File: src/rtl/braille_quiz_ctrl_pkg.sv
// Shared definitions for the braille trainer: state encoding, dot ordering
// and a helper that turns a braille dot number into its LED bit.
package braille_quiz_ctrl_pkg;

  localparam int DOTS_W   = 6;
  localparam int IDX_W    = 5;
  localparam int DOT1_BIT = 0;  // bit i carries braille dot i+1

  localparam logic [2:0] ST_IDLE     = 3'd0;
  localparam logic [2:0] ST_SHOW     = 3'd1;
  localparam logic [2:0] ST_ANSWER   = 3'd2;
  localparam logic [2:0] ST_FEEDBACK = 3'd3;
  localparam logic [2:0] ST_DONE     = 3'd4;

  function automatic logic [DOTS_W-1:0] dot(input int n);
    return DOTS_W'(1) << (DOT1_BIT + n - 1);
  endfunction

endpackage

File: src/rtl/braille_quiz_ctrl_rom.sv
// Grade-1 braille letter ROM: index 0..25 (a..z) to six-dot pattern.
// Out-of-range indices return a blank cell.
module braille_rom
  import braille_quiz_ctrl_pkg::*;
(
  input  logic [IDX_W-1:0]  index,
  output logic [DOTS_W-1:0] dots
);

  always_comb begin
    dots = '0;
    case (index)
      5'd0:  dots = dot(1);
      5'd1:  dots = dot(1) | dot(2);
      5'd2:  dots = dot(1) | dot(4);
      5'd3:  dots = dot(1) | dot(4) | dot(5);
      5'd4:  dots = dot(1) | dot(5);
      5'd5:  dots = dot(1) | dot(2) | dot(4);
      5'd6:  dots = dot(1) | dot(2) | dot(4) | dot(5);
      5'd7:  dots = dot(1) | dot(2) | dot(5);
      5'd8:  dots = dot(2) | dot(4);
      5'd9:  dots = dot(2) | dot(4) | dot(5);
      // k..t repeat a..j with dot 3 added
      5'd10: dots = dot(1) | dot(3);
      5'd11: dots = dot(1) | dot(2) | dot(3);
      5'd12: dots = dot(1) | dot(3) | dot(4);
      5'd13: dots = dot(1) | dot(3) | dot(4) | dot(5);
      5'd14: dots = dot(1) | dot(3) | dot(5);
      5'd15: dots = dot(1) | dot(2) | dot(3) | dot(4);
      5'd16: dots = dot(1) | dot(2) | dot(3) | dot(4) | dot(5);
      5'd17: dots = dot(1) | dot(2) | dot(3) | dot(5);
      5'd18: dots = dot(2) | dot(3) | dot(4);
      5'd19: dots = dot(2) | dot(3) | dot(4) | dot(5);
      5'd20: dots = dot(1) | dot(3) | dot(6);
      5'd21: dots = dot(1) | dot(2) | dot(3) | dot(6);
      5'd22: dots = dot(2) | dot(4) | dot(5) | dot(6);
      5'd23: dots = dot(1) | dot(3) | dot(4) | dot(6);
      5'd24: dots = dot(1) | dot(3) | dot(4) | dot(5) | dot(6);
      5'd25: dots = dot(1) | dot(3) | dot(5) | dot(6);
      default: dots = '0;
    endcase
  end

endmodule

File: src/rtl/braille_quiz_ctrl.sv
// Braille trainer sequencer: show a letter, blank, collect and score the
// learner's answer, show feedback, advance. Paced by the 2 s tick.
module braille_quiz_ctrl
  import braille_quiz_ctrl_pkg::*;
#(
  parameter int NUM_CHARS    = 26,
  parameter int SHOW_TICKS   = 2,
  parameter int ANSWER_TICKS = 5,
  parameter int FB_TICKS     = 1
) (
  input  logic              clk,
  input  logic              rst,
  input  logic              timeout2s,
  input  logic              start,
  input  logic              submit,
  input  logic [DOTS_W-1:0] user_dots,
  output logic [DOTS_W-1:0] disp_dots,
  output logic [IDX_W-1:0]  char_idx,
  output logic [IDX_W-1:0]  score,
  output logic              correct,
  output logic              wrong,
  output logic              busy,
  output logic              done
);

  localparam logic [2:0]       LIM_SHOW = 3'(SHOW_TICKS - 1);
  localparam logic [2:0]       LIM_ANS  = 3'(ANSWER_TICKS - 1);
  localparam logic [2:0]       LIM_FB   = 3'(FB_TICKS - 1);
  localparam logic [IDX_W-1:0] LAST_IDX = IDX_W'(NUM_CHARS - 1);
  localparam logic [IDX_W-1:0] MAX_SCR  = IDX_W'(NUM_CHARS);

  logic [2:0]        state_q, state_d;
  logic [2:0]        cnt_q, cnt_d;
  logic [IDX_W-1:0]  char_idx_q, char_idx_d;
  logic [IDX_W-1:0]  score_q, score_d;
  logic              correct_q, correct_d;
  logic              wrong_q, wrong_d;
  logic              busy_q, busy_d;
  logic              done_q, done_d;
  logic [DOTS_W-1:0] disp_dots_q, disp_dots_d;
  logic [DOTS_W-1:0] cur_dots, nxt_dots;

  // cur_dots scores the answer; nxt_dots feeds the registered LED pattern
  braille_rom u_rom_cur (.index(char_idx_q), .dots(cur_dots));
  braille_rom u_rom_nxt (.index(char_idx_d), .dots(nxt_dots));

  always_comb begin
    state_d    = state_q;
    cnt_d      = cnt_q;
    char_idx_d = char_idx_q;
    score_d    = score_q;
    correct_d  = correct_q;
    wrong_d    = wrong_q;
    case (state_q)
      ST_IDLE, ST_DONE: begin
        if (start) begin
          state_d    = ST_SHOW;
          cnt_d      = '0;
          char_idx_d = '0;
          score_d    = '0;
        end
      end
      ST_SHOW: begin
        if (timeout2s) begin
          if (cnt_q == LIM_SHOW) begin
            state_d = ST_ANSWER;
            cnt_d   = '0;
          end else begin
            cnt_d = cnt_q + 3'd1;
          end
        end
      end
      ST_ANSWER: begin
        // a submit on the final tick still gets scored on its merits
        if (submit) begin
          state_d = ST_FEEDBACK;
          cnt_d   = '0;
          if (user_dots == cur_dots) begin
            correct_d = 1'b1;
            if (score_q < MAX_SCR) score_d = score_q + 5'd1;
          end else begin
            wrong_d = 1'b1;
          end
        end else if (timeout2s) begin
          if (cnt_q == LIM_ANS) begin
            state_d = ST_FEEDBACK;
            cnt_d   = '0;
            wrong_d = 1'b1;
          end else begin
            cnt_d = cnt_q + 3'd1;
          end
        end
      end
      ST_FEEDBACK: begin
        if (timeout2s) begin
          if (cnt_q == LIM_FB) begin
            cnt_d     = '0;
            correct_d = 1'b0;
            wrong_d   = 1'b0;
            if (char_idx_q == LAST_IDX) begin
              state_d = ST_DONE;
            end else begin
              state_d    = ST_SHOW;
              char_idx_d = char_idx_q + 5'd1;
            end
          end else begin
            cnt_d = cnt_q + 3'd1;
          end
        end
      end
      default: begin
        state_d = ST_IDLE;
        cnt_d   = '0;
      end
    endcase
    disp_dots_d = (state_d == ST_SHOW || state_d == ST_FEEDBACK) ? nxt_dots : '0;
    busy_d      = (state_d == ST_SHOW || state_d == ST_ANSWER || state_d == ST_FEEDBACK);
    done_d      = (state_d == ST_DONE);
  end

  always_ff @(posedge clk) begin
    if (rst) begin
      state_q     <= ST_IDLE;
      cnt_q       <= '0;
      char_idx_q  <= '0;
      score_q     <= '0;
      correct_q   <= 1'b0;
      wrong_q     <= 1'b0;
      busy_q      <= 1'b0;
      done_q      <= 1'b0;
      disp_dots_q <= '0;
    end else begin
      state_q     <= state_d;
      cnt_q       <= cnt_d;
      char_idx_q  <= char_idx_d;
      score_q     <= score_d;
      correct_q   <= correct_d;
      wrong_q     <= wrong_d;
      busy_q      <= busy_d;
      done_q      <= done_d;
      disp_dots_q <= disp_dots_d;
    end
  end

  assign disp_dots = disp_dots_q;
  assign char_idx  = char_idx_q;
  assign score     = score_q;
  assign correct   = correct_q;
  assign wrong     = wrong_q;
  assign busy      = busy_q;
  assign done      = done_q;

endmodule

File: config.mk
export PLATFORM = sky130hd
export DESIGN_NAME = braille_quiz_ctrl
export DESIGN_NICKNAME = d
export VERILOG_FILES = /design/src/rtl/braille_quiz_ctrl_pkg.sv /design/src/rtl/braille_quiz_ctrl_rom.sv /design/src/rtl/braille_quiz_ctrl.sv
export SDC_FILE = /design/constraint.sdc
export NUM_CORES = 1
export LEC_CHECK = 0
export BUFFER_PORTS_ARGS = -buffer_cell sky130_fd_sc_hd__buf_2
export CORE_MARGIN = 10
export CORE_UTILIZATION = 33
export CTS_CLUSTER_DIAMETER = 150
export DETAILED_ROUTE_END_ITERATION = 16
export PLACE_DENSITY_LB_ADDON = 0.15
export SLEW_MARGIN = 0
export SYNTH_ARGS = -nofsm -noshare
export SYNTH_HDL_FRONTEND = slang
export SYNTH_SLANG_ARGS = --single-unit
File: constraint.sdc
create_clock -name clk -period 3 [get_ports clk]
set_clock_uncertainty 0.1 [all_clocks]
set_input_delay 0.6 -clock clk [delete_from_list [all_inputs] [get_ports clk]]
set_output_delay 0.6 -clock clk [all_outputs]
set_load 0.01 [all_outputs]
==> Yosys cells after proc, flatten, opt, wreduce, memory -nomap -nowiden <==
Memories as Yosys holds them, arrays and structs flattened. A register that Yosys moved wholly into a read port is not among the register bits.
Index checks and enable logic that the tools add are counted.
{ "totals": {"elab_cells": 90, "input_bits": 11, "register_bits": 20, "n_memories": 2, "mem_bits_ro": 384} }
{ "memory_table": {"columns": ["name", "depth", "word_bits", "read_ports", "rd_ports_with_merged_regs", "write_ports", "line_no", "text"], "rows": [
  ["(name not given)", 32, 6, 1, 1, 0, "braille_quiz_ctrl_rom.sv:12", "case (index)"],
  ["(name not given)", 32, 6, 1, 1, 0, "braille_quiz_ctrl_rom.sv:12", null]
]} }
{ "op_classes": {"n_bitwise": 1, "order_cmp": 1, "eq_ne": 22, "n_mux": 40, "reduce_logical": 13, "add_sub_neg": 3} }
{ "op_table": {"columns": ["operator", "count"], "rows": [
  ["$mux W3", 17],
  ["$mux W5", 9],
  ["$pmux W3 S4", 2],
  ["$pmux W5 S2", 2],
  ["$ne A2 B2 Y1 const B", 7],
  ["$eq A3 B2 Y1 const B", 4],
  ["$add A5 B1 Y5 const B", 2],
  ["$reduce_and A5 Y1", 2],
  ["$eq A3 B1 Y1 const B", 3],
  ["$eq A3 B3 Y1 const B", 3],
  ["$ne A3 B3 Y1 const B", 3],
  ["$mux W1", 8],
  ["$eq A6 B6 Y1", 1],
  ["$logic_not A3 Y1", 2],
  ["$reduce_and A6 Y1", 1],
  ["$eq A5 B5 Y1 const B", 1],
  ["$lt A5 B5 Y1 const B", 1],
  ["$pmux W1 S2", 2],
  ["$reduce_and A4 Y1", 1],
  ["$reduce_bool A2 Y1", 2],
  ["$reduce_or A2 Y1", 2],
  ["$add A3 B1 Y3 const B", 1],
  ["$logic_or A1 B1 Y1", 3],
  ["$not A1 Y1", 1]
]} }

==> Longest topological paths before layout <==
Gate-level depths: netlist of the first run.
{ "depth": {"depth_word": 9, "ltp_mapped": 15} }

==> Cells and area by module <==
From an unflattened synthesis of the first run, not the netlist that was laid out.
{ "unflattened": {"cells_unflattened": 241, "hier_area_um2": 2023.2} }
{ "by_module_without_submodules": {"columns": ["module", "area_per_inst_um2", "seq_area_each_um2", "cells_each", "instances"], "rows": [
  ["braille_quiz_ctrl", 1336.3, 520.5, 149, 1],
  ["braille_rom (u_rom_nxt)", 350.3, 0.0, 47, 1],
  ["braille_rom (u_rom_cur)", 336.6, 0.0, 45, 1]
]} }

==> Least setup slack after synthesis of the first run <==
OpenSTA, ideal clock, no wires.
{ "synth_timing": {"path_type": "reg2reg", "start": "register char_idx_q[1], in the netlist char_idx[1]", "end": "register u_rom_cur.dots[4] (netlist name)", "setup_time_ns": 0.080, "t_arrival_ns": 2.999, "path_stages_with_launch": 15, "path_slack_ns": -0.179, "synth_period_minus_slack_ns": 3.179, "n_path_buf": 1, "path_cell_list": "dfxtp_1 -> inv_1 -> ha_1 -> and4b_1 -> nor3_1 -> mux2_2 -> buf_4 -> nor2_1 -> inv_1 -> ha_1 -> nand3b_1 -> a211o_1 -> a21oi_1 -> o21ai_0 -> a211oi_2"} }
{ "synth_via": {"elab_chain_len": 6} }
{ "synth_lines": {"columns": ["element", "line_no", "text"], "rows": [
  ["start, declared", "braille_quiz_ctrl.sv:34", "logic [IDX_W-1:0] char_idx_q, char_idx_d;"],
  ["start signal, assigned", "braille_quiz_ctrl.sv:135", "char_idx_q <= char_idx_d;"],
  ["$add A5 B1 Y5 or $eq A5 B5 Y1 (tied branches)", "braille_quiz_ctrl.sv:104, braille_quiz_ctrl.sv:100", null],
  ["$mux W5", "braille_quiz_ctrl.sv:100", "if (char_idx_q == LAST_IDX) begin"],
  ["$mux W5", "braille_quiz_ctrl.sv:96", "if (cnt_q == LIM_FB) begin"],
  ["$mux W5", "braille_quiz_ctrl.sv:95", "if (timeout2s) begin"],
  ["$pmux W5 S2 (*)", "braille_quiz_ctrl.sv:54", "case (state_q)"],
  ["$mux W5 (no line) (*)", null, null]
]} }
Every way passes the cells marked *; elsewhere a longest branch is shown, timed or not.
A chain may end at the register's enable or synchronous reset.

==> Worst setup path after layout of the first run <==
{ "layout_timing": {"start": "register char_idx_q[1], in the netlist char_idx[1]", "end": "register disp_dots_q[4], in the netlist disp_dots[4]"} }
{ "layout_via": {"elab_chain_len": 9} }
{ "layout_lines": {"columns": ["element", "line_no", "text"], "rows": [
  ["$eq A5 B5 Y1", "braille_quiz_ctrl.sv:100", null],
  ["$mux W3", "braille_quiz_ctrl.sv:100", null],
  ["$mux W3", "braille_quiz_ctrl.sv:96", null],
  ["$mux W3", "braille_quiz_ctrl.sv:95", null],
  ["$pmux W3 S4", "braille_quiz_ctrl.sv:54", null],
  ["$eq A3 B1 Y1 or $eq A3 B2 Y1 (tied branches)", "braille_quiz_ctrl.sv:116", "disp_dots_d = (state_d == ST_SHOW || state_d == ST_FEEDBACK) ? nxt_dots : '0;"],
  ["$logic_or A1 B1 Y1", "braille_quiz_ctrl.sv:116", null],
  ["$not A1 Y1 (no line)", null, null],
  ["$reduce_or A2 Y1 (no line)", null, null],
  ["end, declared", "braille_quiz_ctrl.sv:40", "logic [DOTS_W-1:0] disp_dots_q, disp_dots_d;"]
]} }
Several ways; a longest one is shown, not always the timed one.

==> results.py, run 1 <==
metrics = {
    "worst_hold_path": {
        "min_to": "correct",
        "hp-class": "reg2reg",
        "holdPathStages": 2,
        "hold_start": "correct",
    },
    "detailed_routing": {
        "routed_wirelength_um": 6180,
        "wl_per_cell_um": 16.4,
        "drc_errors": 0,
        "drt_iter0_drc": 137,
        "viasPerCell": 5.37,
        "num_vias": 2023,
        "dr.pass1.iters": 4,
        "ant_nets": 0,
    },
    "global_route": {
        "grt_pass1_vias": 1898,
        "antenna_found_initial": 0,
        "grt_start_max_net_pins": 26,
        "grt_remaining_overflow": 0,
        "grt_use_total": 0.121,
        "grt_pass1_wl_um": 9870,
    },
    "yosys": {
        "synth_flop_cell": "dfxtp_1",
        "syn-num-nets": 278,
        "ys_seq_area_frac": 0.292,
        "syn_inst": 253,
        "syn_avg_cell_area_um2": 8.68,
        "ys_types": 65,
        "ys_seq_elements": 32,
        "synthTopCellsByArea": "dfxtp_1 (29%), ha_1 (8.0%), nor2_1 (4.1%)",
        "yosysWarnings": 0,
        "synthArstFlopShare": 0,
        "synthTopCellsByCount": "dfxtp_1 (32), nor2_1 (24), a21oi_1 (16), o21ai_0 (16), ha_1 (14)",
        "yosys.cell_count.top_type": "dfxtp_1",
        "synth_edf_count": 0,
        "synth_top_area_share": 0.292,
        "yosys.area.top_type": "dfxtp_1",
        "synth_area_mm2": 0.00220,
    },
    "cells_and_area": {
        "final_cells": 377,
        "layout-drive-gt1-share": 0.300,
        "syn2layout_area_growth_pct": 22.2,
        "n_antenna_cell": 0,
        "nets": 324,
        "final_util": 0.418,
    },
    "floorplanning": {
        "core_mm2": 0.00642,
        "ios": 31,
        "start_util": 0.342,
        "fp-row-count": 29,
        "die_area_mm2": 0.0103,
        "dieHeight_um": 102,
        "die_x_um": 102,
    },
    "sta": {
        "finalSetupViolations": 0,
        "fin_crit_sh": 0.944,
        "rsz0062_at_grt": "no",
        "finalSetupTns_ns": 0,
        "finalHoldViolCount": 0,
        "hold_slack_ns": 0.376,
        "relSlewSlack": 0.478,
        "finalMaxSlewViolations": 0,
        "finalCriticalPeriod_ns": 2.83,
        "clock.fmax_ghz": 0.353,
        "tightest_slew_ns": 0.783,
    },
    "clocking": {
        "cts_max_level": 2,
        "cts_root_buf": "clkbuf_8",
        "path_clk_slew_ns": 0.08,
        "cts.sinks": 32,
        "cts_tree": "built",
        "cts_buffers": 5,
        "cts_buffer_depth": 2,
        "clkLatencyLatePin_ns": 0.29,
    },
    "power": {
        "finalPower_w": 0.000997,
        "power.switching_w": 0.000235,
        "p_int_w": 0.000763,
        "swShare": 0.236,
        "clkPwrFrac": 0.464,
        "peakVddDrop_mv": 0.156,
        "seq_power_share": 0.435,
        "leakagePower_nw": 1.11,
        "p_comb_frac": 0.102,
        "powerDensity_mw_per_mm2": 371,
    },
    "critical_path": {
        "cp_data_required_time_ns": 3.11,
        "cp_num_buf_inv": 2,
        "cpLargestDelayFamily": "simple AND/OR/NAND/NOR gates",
        "reg2reg_to": "disp_dots[4]",
        "end_kind": "flip-flop",
        "worstPathCellList": "inv_1 -> ha_1 -> and4b_1 -> nor3_2 -> mux2_2 -> buf_4 -> ha_1 -> nor2b_1 -> mux2i_1 -> o21ai_0 -> o21ai_0 -> a211oi_2",
        "worst-setup-path-type": "reg2reg",
        "timing.rr.start": "char_idx[1]",
        "max_stage_delay_ns": 0.40,
        "r2r_setup_slack_ns": 0.17,
        "cp-start-kind": "flip-flop",
        "cp_slowest_cell": "mux2_2",
        "crit_fanout": 10,
        "r2r_cells": 12,
        "worstPathArrival_ns": 2.94,
    },
    "placed_design": {
        "gp_congestion": 0.864,
        "io_buffer_count": 30,
        "place_hpwl_um": 4660,
        "dp_cells": 368,
    },
    "outcome": {
        "status": "complete, no violations",
    },
    "job": {
        "maxCapViolCount": 0,
    },
}
## power by group through the flow
stage,logic (W),clock network (W),registers [W]
2_1_floorplan,0.0000638,0,0.000444
3_3_place_gp,0.0000990,0,0.000443
3_5_place_dp,0.0000992,0,0.000443
4_1_cts,0.0000995,0.000476,0.000433
5_1_grt,0.000112,0.000496,0.000434
6_report,0.000101,0.000463,0.000433
## what timing repair did
item	4_1_cts	5_1_grt
gates resized for setup	0	6
hold buffers	0	0
buffers inserted	0	1
endpoints found under the hold margin	0	0
endpoints found under the setup margin	0	2
## area by class of cell
| cell class | count | area (um2) |
|---|---|---|
| Clock buffer | 7 | 96.3 |
| Clock inverter | 1 | 30.0 |
| Fill cell | 677 | 3740 |
| Inverter | 13 | 48.8 |
| Multi-Input combinational cell | 194 | 1450 |
| Sequential cell | 32 | 643 |
| Tap cell | 77 | 96.3 |
| Timing Repair Buffer | 53 | 323 |
## cells in the final DEF, fill, tap and decap left out, types with 3 or more instances in the layout
master	count
ha_1	13
and4b_1	3
clkbuf_8	7
nand2b_1	5
a221oi_1	4
nor3_1	11
dfxtp_1	30
a21o_1	3
a21oi_1	16
mux2i_1	3
o21ai_0	16
nand3_1	5
nor2_1	22
mux2_2	3
inv_1	10
buf_2	30
buf_4	23
nand3b_1	3
a31oi_1	4
o221ai_1	3
or3_1	3
nand2_1	9
inv_2	3
xnor2_1	4
a211oi_1	6
nand4_1	3
nor2b_1	4
xor2_1	3
nor2_2	3
## metrics by stage
step           area [um2]  setup WS [ns]
3_5_place_dp         2530         0.0444
6_report             2690          0.167
3_3_place_gp         2530          0.113
4_1_cts              2660         0.0371
2_1_floorplan        2210        0.00882
5_1_grt              2690        0.00141
## state kept, by name, summed over array words and instances (netlist names)
register / flops
char_idx: 5
wrong: 1
busy: 1
done: 1
cnt_q: 3
state_q: 3
disp_dots: 6
u_rom_cur.dots: 6
score: 5
correct: 1
## worst max-delay path by stage
stage,end,from,cells past startpoint
2_1_floorplan,u_rom_cur.dots[4],char_idx[1],14
3_3_place_gp,u_rom_cur.dots[4],timeout2s,12
3_5_place_dp,u_rom_cur.dots[4],timeout2s,12
4_1_cts,u_rom_cur.dots[4],char_idx[1],13
5_1_grt,u_rom_cur.dots[4],char_idx[1],13
6_report,disp_dots[4],char_idx[1],12
## layer usage
layer,track usage,vias to the layer above,share of wire
met5,0,-,0
met4,0.0473,0,0.017
met3,0.0347,11,0.059
met2,0.181,58,0.44
met1,0.159,932,0.48
li1,-,1022,-
## worst reg2reg max path, cell delays in order, from the launching register on
cell      delay (ns)
dfxtp_2         0.33
inv_1           0.05
ha_1            0.18
and4b_1         0.24
nor3_2          0.17
mux2_2          0.40
buf_4           0.20
ha_1            0.33
nor2b_1         0.15
mux2i_1         0.07
o21ai_0         0.15
o21ai_0         0.12
a211oi_2        0.28
## cells by family (layout without fill, tap and decap cells)
| logic type | after synthesis | after routing | share of synthesized area |
|---|---|---|---|
| and+or+nand+nor | 92 | 92 | 0.247 |
| AOI/OAI and AO/OA | 71 | 71 | 0.233 |
| DFF | 32 | 32 | 0.292 |
| buffers and inverters | 27 | 74 | 0.0621 |
| adders and majority gates | 14 | 14 | 0.0797 |
| muxes | 9 | 9 | 0.0512 |
| xor gates and xnor gates | 8 | 8 | 0.0353 |
No activity file was read; power rests on OpenSTA's default activity.
==> inputs of run 2 (changes only) <==
==> constraint.sdc (replaced) <==
create_clock -name clk -period 3 [get_ports clk]
set_clock_uncertainty 0.1 [all_clocks]
set_input_delay 0.15 -clock clk [delete_from_list [all_inputs] [get_ports clk]]
set_output_delay 0.15 -clock clk [all_outputs]
set_load 0.01 [all_outputs]
==> results.py, run 2 (synthesis results as in run 1) <==
metrics = {
    "floorplanning": {
        "core_mm2": 0.00642,
        "dieHeight_um": 102,
        "start_util": 0.342,
        "ios": 31,
        "die_x_um": 102,
        "die_area_mm2": 0.0103,
        "fp-row-count": 29,
    },
    "detailed_routing": {
        "drt_iter0_drc": 152,
        "routed_wirelength_um": 6090,
        "num_vias": 2045,
        "ant_nets": 0,
        "drc_errors": 0,
        "wl_per_cell_um": 16.3,
        "dr.pass1.iters": 4,
        "viasPerCell": 5.47,
    },
    "clocking": {
        "cts.sinks": 32,
        "cts_tree": "built",
        "cts_root_buf": "clkbuf_8",
        "cts_buffer_depth": 2,
        "cts_max_level": 2,
        "path_clk_slew_ns": 0.07,
        "clkLatencyLatePin_ns": 0.29,
        "cts_buffers": 5,
    },
    "job": {
        "maxCapViolCount": 0,
    },
    "worst_hold_path": {
        "hp-class": "in2reg",
    },
    "critical_path": {
        "r2r_setup_slack_ns": 0.17,
        "r2r_cells": 13,
        "cp_slowest_cell": "dfxtp_1",
        "cp-endpoint": "u_rom_cur.dots[4]",
        "cp_data_required_time_ns": 3.10,
        "cp-start-kind": "flip-flop",
        "timing.rr.start": "cnt_q[0]",
        "worstPathCellList": "inv_1 -> ha_1 -> nand3b_1 -> nor3_4 -> mux2_4 -> nor2_2 -> inv_2 -> ha_4 -> nand3b_1 -> a211o_1 -> a21oi_1 -> o21ai_0 -> a211oi_2",
        "crit_fanout": 5,
        "end_kind": "flip-flop",
        "worst-setup-path-type": "reg2reg",
        "crit_path_start": "cnt_q[0]",
        "reg2reg_to": "u_rom_cur.dots[4]",
        "max_stage_delay_ns": 0.35,
        "worstPathArrival_ns": 2.93,
        "crit_top_cell": "nand3b_1",
    },
    "global_route": {
        "grt_pass1_wl_um": 10200,
        "grt_use_total": 0.123,
        "grt_pass1_vias": 1949,
        "antenna_found_initial": 0,
        "grt_start_max_net_pins": 26,
        "grt_remaining_overflow": 0,
    },
    "power": {
        "peakVddDrop_mv": 0.145,
        "powerDensity_mw_per_mm2": 373,
        "finalPower_w": 0.000997,
        "leakagePower_nw": 1.11,
    },
    "sta": {
        "clock.fmax_ghz": 0.353,
        "finalMaxSlewViolations": 0,
        "relSlewSlack": 0.538,
        "fin_crit_sh": 0.944,
        "finalCriticalPeriod_ns": 2.83,
        "tightest_slew_ns": 0.693,
        "finalSetupViolations": 0,
        "finalHoldViolCount": 0,
    },
    "placed_design": {
        "gp_congestion": 0.841,
        "dp_cells": 365,
        "place_hpwl_um": 4680,
        "io_buffer_count": 30,
    },
    "cells_and_area": {
        "nets": 321,
        "layout_common_cells": "dfxtp_1 (31), buf_2 (30), nor2_1 (22)",
        "layout-drive-gt1-share": 0.290,
        "final_cells": 374,
        "syn2layout_area_growth_pct": 21.8,
        "n_antenna_cell": 0,
        "final_common_cell": "dfxtp_1",
        "nFillCells": 654,
    },
    "outcome": {
        "status": "complete, no violations",
    },
}
[run 2: cell count changes in the layout (fill, tap and decap cells not counted)]
cell and change:
mux2_2 -2, buf_4 -3, dfxtp_1 +1, dfxtp_2 -1, nor3_4 +1, mux2_4 +2
nor3_2 -1
[run 2: how the worst min path moves through the flow]
stage	start	endpoint	cells past startpoint	slack [ns]
2_1_floorplan	start	done	3	0.34
3_3_place_gp	correct	correct	2	0.36
3_5_place_dp	correct	correct	2	0.37
6_report	start	state_q[2]	4	0.26
4_1_cts	rst	cnt_q[0]	3	0.28
5_1_grt	start	state_q[2]	4	0.31
[run 2: where the power goes]
group	switching [W]	internal (W)
sequential	0.00000292	0.000430
combinational	0.0000610	0.0000368
clock	0.000173	0.000293
[run 2: cell type report]
cell class,count,area (um2),share of cell area
tap,77,96.3,0.0360
clock buffer,7,96.3,0.0360
clock inverter,1,30.0,0.0112
multi-input combinational,194,1460,0.546
timing repair buffer,50,300,0.112
inverter,13,48.8,0.0182
sequential,32,642,0.240
[run 2: per-layer routing]
layer / routed length (um) / up-vias / GRT usage
li1: - / 1024 / -
met4: 68 / 0 / 0.0330
met5: 0 / - / 0
met2: 2760 / 44 / 0.189
met1: 2970 / 971 / 0.164
met3: 295 / 6 / 0.0340
[run 2: repair_timing]
action | 4_1_cts | 5_1_grt
gates resized for setup | 0 | 8
hold buffers | 0 | 0
hold endpoints to repair | 0 | 0
buffers inserted | 0 | 1
endpoints found under the setup margin | 0 | 2
[run 2: through the flow]
| step | utilization | hold WS, ns | instance area [um2] | TNS, ns | worst slack (ns) |
|---|---|---|---|---|---|
| floorplan | - | 0.345 | 2210 | 0 | 0.00882 |
| global placement | 0.390 | 0.360 | 2510 | 0 | 0.144 |
| detailed placement | 0.390 | 0.372 | 2510 | 0 | 0.0594 |
| CTS | 0.410 | 0.277 | 2630 | 0 | 0.0289 |
| global route | 0.417 | 0.314 | 2680 | -0.000255 | -0.000255 |
| finish | 0.417 | 0.263 | 2680 | 0 | 0.168 |
[run 2: critical path: cells and delay by family, from the launching register on]
| kind | cells | cell delay [ns] |
|---|---|---|
| flip-flops | 1 | 0.35 |
| AO/OA/AOI/OAI | 4 | 0.79 |
| adder cells (fa/ha/maj) | 2 | 0.44 |
| multiplexers | 1 | 0.33 |
| AND/OR/NAND/NOR | 4 | 0.59 |
| buffers and inverters | 2 | 0.14 |
==> inputs of run 3 (changes only) <==
CTS_BUF_LIST = sky130_fd_sc_hd__clkbuf_16   (was default)
SYNTH_HIERARCHICAL = 1   (was default)
==> results.py, run 3 <==
metrics = {
    "yosys": {
        "synth-simple-area-share": 0.244,
        "yosys.cell_count.top_type": "dfxtp_1",
        "synth_adder_area_share": 0.0989,
        "yosysWarnings": 6,
        "synthArstFlopShare": 0,
        "synth_compound_area_frac": 0.222,
        "synth_top_family_by_area": "simple AND/OR/NAND/NOR gates",
        "syn_avg_cell_area_um2": 8.39,
        "syn-num-nets": 268,
        "synth_xor_area_frac": 0.0427,
        "syn_inst": 241,
        "synthTopCellsByArea": "dfxtp_1 (26%), ha_1 (9.9%), a21oi_1 (4.7%)",
        "synth_flop_cell": "dfxtp_1",
        "synth_area_mm2": 0.00202,
        "synth_top_area_share": 0.257,
        "ys_types": 62,
        "muxShareOfSynthArea": 0.0594,
        "synthTopCellsByCount": "dfxtp_1 (26), a21oi_1 (19), nor2_1 (17), o21ai_0 (17), ha_1 (16)",
        "ys_seq_elements": 26,
        "synth_edf_count": 0,
        "yosys.area.top_type": "dfxtp_1",
        "ys_seq_area_frac": 0.257,
    },
    "critical_path": {
        "worstPathArrival_ns": 2.91,
        "timing.rr.start": "char_idx[0]",
        "cp_slowest_cell": "mux4_2",
        "max_stage_delay_ns": 0.48,
        "worstPathCellList": "inv_1 -> ha_1 -> inv_1 -> mux2i_1 -> mux4_2 -> xnor2_1 -> nand4_1 -> o41a_2 -> or4_1 -> a21oi_1",
        "cp-start-kind": "flip-flop",
        "worst-setup-path-type": "reg2reg",
        "end_kind": "flip-flop",
        "r2r_cells": 10,
        "crit_fanout": 6,
        "crit_top_cell": "inv_1",
        "cp_data_required_time_ns": 3.10,
        "r2r_setup_slack_ns": 0.19,
        "reg2reg_to": "score[2]",
    },
    "worst_hold_path": {
        "holdPathStages": 2,
        "hold_start": "rst",
        "hp-class": "in2reg",
        "min_to": "cnt_q[1]",
    },
    "clocking": {
        "cts_buffer_depth": 2,
        "cts_hold_buf": 0,
        "cts.sinks": 26,
        "cts_root_buf": "clkbuf_16",
        "path_clk_slew_ns": 0.07,
        "cts_max_level": 1,
        "cts_buffers": 3,
        "cts_tree": "built",
        "clkLatencyLatePin_ns": 0.26,
    },
    "cells_and_area": {
        "layout_common_cells": "buf_2 (30), dfxtp_1 (25), a21oi_1 (19)",
        "nFillCells": 620,
        "syn2layout_area_growth_pct": 16.9,
        "final_cells": 351,
        "multiInputGateArea_mm2": 0.00135,
        "layout-drive-gt1-share": 0.221,
        "final_util": 0.399,
        "nets": 305,
        "final_common_cell": "buf_2",
        "largest_reg_flops": 6,
        "n_antenna_cell": 0,
        "regArea_um2": 522,
    },
    "global_route": {
        "gr-usage-met1": 0.130,
        "grt_start_max_net_pins": 22,
        "grt_remaining_overflow": 0,
        "grt_use_met3": 0.0190,
        "grt_util_met2": 0.155,
        "grt_use_total": 0.0985,
        "antenna_found_initial": 0,
        "grt_pass1_vias": 1686,
        "grt.busiest_layer": "met2",
        "grt_pass1_wl_um": 8160,
    },
    "detailed_routing": {
        "routed_wirelength_um": 4850,
        "drc_errors": 0,
        "drt_iter0_drc": 72,
        "viasPerCell": 5.10,
        "wl_per_cell_um": 13.8,
        "dr.pass1.iters": 4,
        "num_vias": 1790,
        "ant_nets": 0,
    },
    "floorplanning": {
        "fp-row-count": 28,
        "dieHeight_um": 98.3,
        "die_area_mm2": 0.00966,
        "ios": 31,
        "start_util": 0.342,
        "die_x_um": 98.3,
        "core_mm2": 0.00592,
    },
    "power": {
        "leakagePower_nw": 0.968,
        "finalPower_w": 0.000731,
        "peakVddDrop_mv": 0.204,
        "powerDensity_mw_per_mm2": 309,
    },
    "placed_design": {
        "gp_congestion": 0.825,
        "place_hpwl_um": 3690,
        "dp_cells": 348,
        "io_buffer_count": 30,
    },
    "sta": {
        "fin_crit_sh": 0.938,
        "finalHoldViolCount": 0,
        "tightest_slew_ns": 0.471,
        "rsz0062_at_grt": "no",
        "finalSetupTns_ns": 0,
        "clock.fmax_ghz": 0.355,
        "finalCriticalPeriod_ns": 2.81,
        "relSlewSlack": 0.686,
        "finalSetupViolations": 0,
        "finalMaxSlewViolations": 0,
    },
    "job": {
        "maxCapViolCount": 0,
    },
    "outcome": {
        "status": "complete, no violations",
    },
}
==> run 3: cell count changes in the layout (fill, tap and decap cells not counted), moves of 4 or more <==
cell,previous run,this run
a221oi_1,4,0
dfxtp_1,31,25
nand2_1,9,14
nor3_1,11,5
nand2b_1,5,0
nor2_1,22,17
buf_4,20,13
inv_1,10,14
clkbuf_8,7,0
a211oi_1,6,2
and2_1,1,8
==> run 3: where the power goes <==
group | internal [W] | total (W) | leakage, nW | switching [W]
clock | 0.000177 | 0.000304 | 0.0370 | 0.000126
combinational | 0.0000290 | 0.0000709 | 0.720 | 0.0000419
sequential | 0.000350 | 0.000356 | 0.211 | 0.00000584
total | 0.000556 | 0.000731 | 0.968 | 0.000174
==> run 3: area by class of cell <==
cell class / count / share of cell area
clock buffer: 3 / 0.0317
inverter: 14 / 0.0222
timing repair buffer: 44 / 0.113
sequential: 26 / 0.221
multi-input combinational: 189 / 0.572
tap: 75 / 0.0397
==> run 3: cell families after synthesis <==
group,after synthesis
multiplexers,9
AO/OA/AOI/OAI,70
adder cells (fa/ha/maj),16
flip-flops,26
AND/OR/NAND/NOR,85
buffers and inverters,26
XOR/XNOR,9
==> run 3: how the worst max path moves through the flow <==
| stage | cells past startpoint | slack, ns | startpoint | endpoint |
|---|---|---|---|---|
| 2_1_floorplan | 10 | 0.02 | char_idx[0] | score[0] |
| 3_3_place_gp | 7 | 0.21 | char_idx[3] | score[0] |
| 3_5_place_dp | 7 | 0.12 | char_idx[3] | score[0] |
| 4_1_cts | 7 | 0.11 | char_idx[3] | score[0] |
| 5_1_grt | 10 | 0.01 | char_idx[0] | score[2] |
| 6_report | 10 | 0.19 | char_idx[0] | score[2] |
==> run 3: critical path, delay by kind of cell, from the launching register on <==
family                   cells  cell delay, ns
AO/OA/AOI/OAI                2            0.59
AND/OR/NAND/NOR              2            0.56
multiplexers                 2            0.54
flip-flops                   1            0.32
adder cells (fa/ha/maj)      1            0.31
XOR/XNOR                     1            0.17
buffers and inverters        2            0.16
==> run 3: stage by stage <==
step                      worst slack (ns)  cell area, um2  hold WS (ns)
final                                0.187            2360         0.164
after global routing                0.0113            2360         0.187
after CTS                            0.108            2360         0.167
after detailed placement             0.123            2280         0.395
after global placement               0.215            2280         0.396
after floorplan                     0.0193            2020         0.122
==> run 3: layer usage <==
layer,vias up,share of wire,routed length (um)
met5,-,0,0
met3,5,0.029,140
met2,25,0.44,2150
met1,821,0.51,2500
met4,0,0.013,61
li1,939,-,-
==> run 3: repair_timing <==
action	4_1_cts	5_1_grt
endpoints found under the setup margin	0	4
resized for setup	0	2
buffers inserted	0	0
